$ cat config.mk
export PLATFORM = sky130hd
export DESIGN_NAME = instr_encoder_loader_flat
export DESIGN_NICKNAME = d
export VERILOG_FILES = /design/src/rtl/instr_encoder_loader_if.sv /design/src/rtl/instr_encoder_loader.sv /design/src/flat_wrapper.sv
export SDC_FILE = /design/constraint.sdc
export NUM_CORES = 1
export LEC_CHECK = 0
export ABC_AREA = 1
export CORE_MARGIN = 8
export CORE_UTILIZATION = 35
export CTS_CLUSTER_DIAMETER = 200
export DETAILED_ROUTE_END_ITERATION = 10
export HOLD_SLACK_MARGIN = 0.03
export MAX_ROUTING_LAYER = met4
export PLACE_DENSITY = 0.74
export SYNTH_ARGS = -nofsm -noshare
export SYNTH_HDL_FRONTEND = slang
export SYNTH_SLANG_ARGS = --single-unit
$ cat constraint.sdc
create_clock -name clk -period 2.46 [get_ports clk]
set_input_delay 0.369 -clock clk [delete_from_list [all_inputs] [get_ports clk]]
set_output_delay 0.369 -clock clk [all_outputs]
set_load 0.01 [all_outputs]
$ cat src/rtl/instr_encoder_loader_if.sv
// Field-bundle stream into the instruction encoder/loader.
// Valid/ready: a bundle transfers on a rising edge where s_valid && s_ready; fields must be stable while s_valid is high.
interface instr_encoder_loader_if;
    logic        s_valid;
    logic        s_ready;
    logic [2:0]  fmt;
    logic [6:0]  opcode;
    logic [4:0]  rd;
    logic [4:0]  rs1;
    logic [4:0]  rs2;
    logic [2:0]  funct3;
    logic [6:0]  funct7;
    logic [31:0] imm;

    modport master (
        output s_valid, fmt, opcode, rd, rs1, rs2, funct3, funct7, imm,
        input  s_ready
    );

    modport slave (
        input  s_valid, fmt, opcode, rd, rs1, rs2, funct3, funct7, imm,
        output s_ready
    );
endinterface

$ cat src/rtl/instr_encoder_loader.sv
// Assembles RV32I words from field bundles and writes them sequentially into
// instruction memory via a one-cycle-latency write port.
module instr_encoder_loader #(
    parameter int DEPTH  = 256,
    parameter int ADDR_W = 8
) (
    input  logic                   clk,
    input  logic                   rst_n,
    input  logic                   flush,
    instr_encoder_loader_if.slave  src,
    output logic                   im_we,
    output logic [ADDR_W-1:0]      im_addr,
    output logic [31:0]            im_wdata,
    output logic [ADDR_W:0]        count,
    output logic                   full,
    output logic                   err,
    output logic [1:0]             dbg_state
);

    typedef enum logic [1:0] {
        S_LOAD = 2'd0,
        S_FULL = 2'd1,
        S_ERR  = 2'd2
    } state_t;

    localparam logic [ADDR_W:0] DEPTH_C = (ADDR_W+1)'(DEPTH);

    state_t          state, state_nxt;
    logic [31:0]     word;
    logic            legal;
    logic            accept;
    logic [ADDR_W:0] count_inc;

    // Encoder: fmt codes follow the decoder's imm_src (I=0 S=1 B=2 U=3 J=4 R=5).
    always_comb begin
        word  = 32'h0;
        legal = 1'b0;
        case (src.fmt)
            3'd0: begin
                word  = {src.imm[11:0], src.rs1, src.funct3, src.rd, src.opcode};
                legal = (src.imm[31:11] == {21{src.imm[11]}});
            end
            3'd1: begin
                word  = {src.imm[11:5], src.rs2, src.rs1, src.funct3, src.imm[4:0], src.opcode};
                legal = (src.imm[31:11] == {21{src.imm[11]}});
            end
            3'd2: begin
                word  = {src.imm[12], src.imm[10:5], src.rs2, src.rs1, src.funct3,
                         src.imm[4:1], src.imm[11], src.opcode};
                legal = (src.imm[31:12] == {20{src.imm[12]}}) && !src.imm[0];
            end
            3'd3: begin
                word  = {src.imm[31:12], src.rd, src.opcode};
                legal = (src.imm[11:0] == 12'h0);
            end
            3'd4: begin
                word  = {src.imm[20], src.imm[10:1], src.imm[11], src.imm[19:12], src.rd, src.opcode};
                legal = (src.imm[31:20] == {12{src.imm[20]}}) && !src.imm[0];
            end
            3'd5: begin
                word  = {src.funct7, src.rs2, src.rs1, src.funct3, src.rd, src.opcode};
                legal = 1'b1;
            end
            default: begin
                word  = 32'h0;
                legal = 1'b0;
            end
        endcase
    end

    assign accept    = src.s_valid && src.s_ready;
    assign count_inc = count + 1'b1;

    always_ff @(posedge clk or negedge rst_n) begin
        if (!rst_n) state <= S_LOAD;
        else        state <= state_nxt;
    end

    always_comb begin
        state_nxt = state;
        if (flush) begin
            state_nxt = S_LOAD;
        end else begin
            case (state)
                S_LOAD: begin
                    if (accept) begin
                        if (!legal)                    state_nxt = S_ERR;
                        else if (count_inc == DEPTH_C) state_nxt = S_FULL;
                    end
                end
                S_FULL:  state_nxt = S_FULL;
                S_ERR:   state_nxt = S_ERR;
                default: state_nxt = S_LOAD;
            endcase
        end
    end

    // s_ready is gated by rst_n so nothing is offered while reset is held.
    always_comb begin
        src.s_ready = 1'b0;
        full        = 1'b0;
        err         = 1'b0;
        dbg_state   = state;
        case (state)
            S_LOAD:  src.s_ready = rst_n && !flush;
            S_FULL:  full = 1'b1;
            S_ERR:   err  = 1'b1;
            default: src.s_ready = 1'b0;
        endcase
    end

    always_ff @(posedge clk or negedge rst_n) begin
        if (!rst_n) begin
            im_we    <= 1'b0;
            im_addr  <= '0;
            im_wdata <= 32'h0;
            count    <= '0;
        end else if (flush) begin
            im_we   <= 1'b0;
            im_addr <= '0;
            count   <= '0;
        end else if (accept && legal) begin
            im_we    <= 1'b1;
            im_addr  <= count[ADDR_W-1:0];
            im_wdata <= word;
            count    <= count_inc;
        end else begin
            im_we <= 1'b0;
        end
    end

endmodule

$ cat src/flat_wrapper.sv
// flat-port wrapper written by rule: the top's interface ports become plain ports
module instr_encoder_loader_flat 
#(
    parameter int DEPTH  = 256,
    parameter int ADDR_W = 8
)
  (clk, rst_n, flush, im_we, im_addr, im_wdata, count, full, err, dbg_state, src_s_valid, src_fmt, src_opcode, src_rd, src_rs1, src_rs2, src_funct3, src_funct7, src_imm, src_s_ready);
  instr_encoder_loader_if src_i ();
  input  logic clk;
  input  logic rst_n;
  input  logic flush;
  output logic im_we;
  output logic [ADDR_W-1:0] im_addr;
  output logic [31:0] im_wdata;
  output logic [ADDR_W:0] count;
  output logic full;
  output logic err;
  output logic [1:0] dbg_state;
  input wire logic [$bits(src_i.s_valid)-1:0] src_s_valid;
  input wire logic [$bits(src_i.fmt)-1:0] src_fmt;
  input wire logic [$bits(src_i.opcode)-1:0] src_opcode;
  input wire logic [$bits(src_i.rd)-1:0] src_rd;
  input wire logic [$bits(src_i.rs1)-1:0] src_rs1;
  input wire logic [$bits(src_i.rs2)-1:0] src_rs2;
  input wire logic [$bits(src_i.funct3)-1:0] src_funct3;
  input wire logic [$bits(src_i.funct7)-1:0] src_funct7;
  input wire logic [$bits(src_i.imm)-1:0] src_imm;
  output wire logic [$bits(src_i.s_ready)-1:0] src_s_ready;
  assign src_i.s_valid = src_s_valid;
  assign src_i.fmt = src_fmt;
  assign src_i.opcode = src_opcode;
  assign src_i.rd = src_rd;
  assign src_i.rs1 = src_rs1;
  assign src_i.rs2 = src_rs2;
  assign src_i.funct3 = src_funct3;
  assign src_i.funct7 = src_funct7;
  assign src_i.imm = src_imm;
  assign src_s_ready = src_i.s_ready;
  instr_encoder_loader #(.DEPTH(DEPTH), .ADDR_W(ADDR_W)) u_core (.clk(clk), .rst_n(rst_n), .flush(flush), .src(src_i), .im_we(im_we), .im_addr(im_addr), .im_wdata(im_wdata), .count(count), .full(full), .err(err), .dbg_state(dbg_state));
endmodule
==> summary.md <==
| Metric | Value |
|---|---|
| Outcome | `complete, no violations` |
| Fmax achieved | `approximately 470 MHz` |
| Max IR drop VDD | `0.243 mV` |
| Post-Syn Area per Cell | `6.91 µm²` |
| Worst slew pin tran | `666 ps` |
| Clock Skews | `approximately 9.5 ps` |
| EDFF count, synth | `0` |
| Clk sink count | `52` |
| Pin count of the biggest net entering global routing | `53` |
| Detailed-route wire length | `10.6 mm` |
| Final Cell Area | `4590 µm²` |
| Slew HR | `0.556` |
| Drt pass-1 iters | `5` |
| Clock buffer depth | `2` |
| Post-Syn Area | `3080 µm²` |
| Die width | `approximately 110 µm` |
| Initial antenna violation count | `0` |
| Port Buffer Count | `about 130` |
| WP depth | `13` |
| DP HPWL | `approximately 8.3 mm` |
| Fill cells | `817` |
| Total grt overflow | `0` |
| YS warnings | `0` |
| Synth unique cells | `32` |
| Setup Buffers After CTS | `0` |
| GRT Util Overall | `0.180` |
| DRC | `0` |
| Element type at the critical path start | `input pin` |
| Vias in the first global route | `3466` |
| Asr flop ratio synth | `1.00` |
| Setup ws final | `317 ps` |
| Clock transition at path regs | `100 ps` |
| Final Hold Vio Count | `0` |
| CP Data Required Time | `about 2600 ps` |
| Nets | `647` |
| Vias | `3431` |
| Synth Register Bits | `52` |
| Pwr dens | `477 nW/µm²` |
| Largest fanout on the critical path | `52` |
| # setup viols final | `0` |
| WHS | `196 ps` |
| TritonCTS buffer count | `5` |
| Post-DR vias/cell | `roughly 5` |
| CP Capture Type | `flip-flop` |
| CP delay by family, top | `simple AND/OR/NAND/NOR gates` |
| CP dominant cell by count | `nand2_1` |
| Slowest CP cell | `clkdlybuf4s50_1` |
| Synth top area cells | `dfrtp_1 42%, nand2_1 20%, o21ai_0 6.7%` |
| Depth of the CTS H-tree | `2` |
| Detailed Route Iter0 Violations | `194` |
| Num rows | `34` |
| Initial Utilization | `0.357` |
| Crit path DAT | `2320 ps` |
| Placed Area | `4470 µm²` |
| Root Driver | `clkbuf_8` |
| Final period util | `0.871` |
| Post-DRT Antenna Nets | `0` |
| Wire per inst | `15.5 µm` |
| Pins Over Slew Limit | `0` |
| Max cap viols | `0` |
| Proportion of netlist area held by the largest area contributor | `0.422` |
| Syn Inst Count | `446` |
| Crit-path cells | `clkdlybuf4s50_1, nand2_1, nor2_1, nand2_1, a21oi_1, nand3_1, nand2_1, nand2_1, nand2_4, nand2_4, buf_12, nand2_1, o21ai_0` |
| CP max stage delay | `600 ps` |
| Most frequent cell after synthesis | `nand2_1` |
| Layout area overhead | `49.0%` |
| LEAKAGE | `2.25 nW` |
| Die height | `between 100 and 150 µm` |
| CORE AREA | `8640 µm²` |
| Layout cells sized above 1 | `0.0521` |
| RSZ-0062 raised after global routing | `false` |
| Sequential share of the synthesized area | `0.422` |
| Post-synth top area cell | `dfrtp_1` |
| # hold bufs at CTS | `0` |
| Post-synth top flop | `dfrtp_1` |
| # diodes | `0` |
| CTS resizes | `0` |
| GP Congestion | `0.895` |
| Post-layout min period | `2140 ps` |
| First-pass GRT wire length | `roughly 17 mm` |
| Fin Setup TNS | `0 ps` |
| Die ar. | `12100 µm²` |
| Syn_nets | `518` |
| Worst-Skew Late Latency | `~310 ps` |
| CTS tree | `built` |
| Worst Setup Path Type | `input pin to flip-flop` |
| DP Worst Slack | `~42 ps` |
| Worst Hold Class | `input pin to asynchronous set/reset pin` |
| Design Power | `2.19 mW` |
| Worst Path Buf+Inv | `2` |
| Worst reg2reg path depth | `7` |
| Commonest cells in the netlist | `162 x nand2_1, 52 x dfrtp_1, 50 x nor2_1, 41 x o21ai_0, 40 x nand3_1` |
| I/O Pins | `126` |
[cell families (layout without fill, tap and decap cells)]
group | Yosys count | count (layout) | share of synthesized area
buffers and inverters | 56 | 186 | 0.0784
AND/OR/NAND/NOR | 272 | 272 | 0.367
AO/OA/AOI/OAI | 61 | 61 | 0.117
XOR/XNOR | 4 | 4 | 0.0114
adder cells (fa/ha/maj) | 1 | 1 | 0.00406
flip-flops | 52 | 52 | 0.422
[where the power goes]
group | switching (mW) | internal [mW]
clock | 0.292 | 0.333
combinational | 0.273 | 0.311
sequential | 0.0489 | 0.930
[sequential cells by signal (all words and copies together) (netlist names)]
name and cells:
u_core.im_addr 8, u_core.im_wdata 32, u_core.dbg_state 2, u_core.im_we 1, u_core.count 9
[through the flow]
step            util  instances
3_5_place_dp   0.518        676
3_3_place_gp   0.518        676
2_1_floorplan      -        446
6_report       0.532        684
5_1_grt        0.532        684
4_1_cts        0.532        684
[placed cells by master, fill, tap and decap left out, types with 7 or more instances in the layout]
master             n
a221oi_1          10
dfrtp_1           52
nand3_1           40
clkdlybuf4s50_1  124
nor2_1            50
nand4_1            7
buf_4              8
o21ai_0           41
inv_1             38
nand2_1          162
[metal layers]
| layer | vias up | global-route usage | part of all wire |
|---|---|---|---|
| met4 | 0 | 0.0357 | 0.010 |
| met1 | 1577 | 0.224 | 0.45 |
| met5 | - | - | 0 |
| met3 | 10 | 0.0557 | 0.089 |
| met2 | 138 | 0.283 | 0.45 |
| li1 | 1706 | - | - |
[cell type report]
class | instances | area [µm²] | share of cell area
clock buffers | 6 | 82.6 | 0.0180
flip-flops and latches | 52 | 1300 | 0.283
multi-input cells | 338 | 1540 | 0.335
well taps | 108 | 135 | 0.0294
clock inverters | 2 | 38.8 | 0.00845
repair buffers | 134 | 1330 | 0.289
inverters | 44 | 168 | 0.0365
[worst reg2reg max path, cell delays in order (launching register included)]
cell	delay [ps]
dfrtp_1	430
nor2_1	150
nand2_1	110
nor3_1	480
nand2_4	140
buf_12	210
nand2_1	100
o21ai_0	90
[worst paths after layout]
check	startpoint	endpoint	slack [ps]
max in group asynchronous	rst_n	u_core.im_wdata[24]$_DFFE_PN0P_	1820
hold / removal	rst_n	u_core.im_addr[6]$_DFFE_PN0P_	200
hold reg to reg	u_core.im_wdata[8]$_DFFE_PN0P_	u_core.im_wdata[8]$_DFFE_PN0P_	490
min in group clk	u_core.im_wdata[8]$_DFFE_PN0P_	u_core.im_wdata[8]$_DFFE_PN0P_	490
setup / recovery	src_imm[22]	u_core.im_wdata[25]$_DFFE_PN0P_	320
setup reg to reg	u_core.dbg_state[1]$_DFFE_PN0P_	u_core.im_wdata[25]$_DFFE_PN0P_	620
Power figures use the tool's default switching activity.
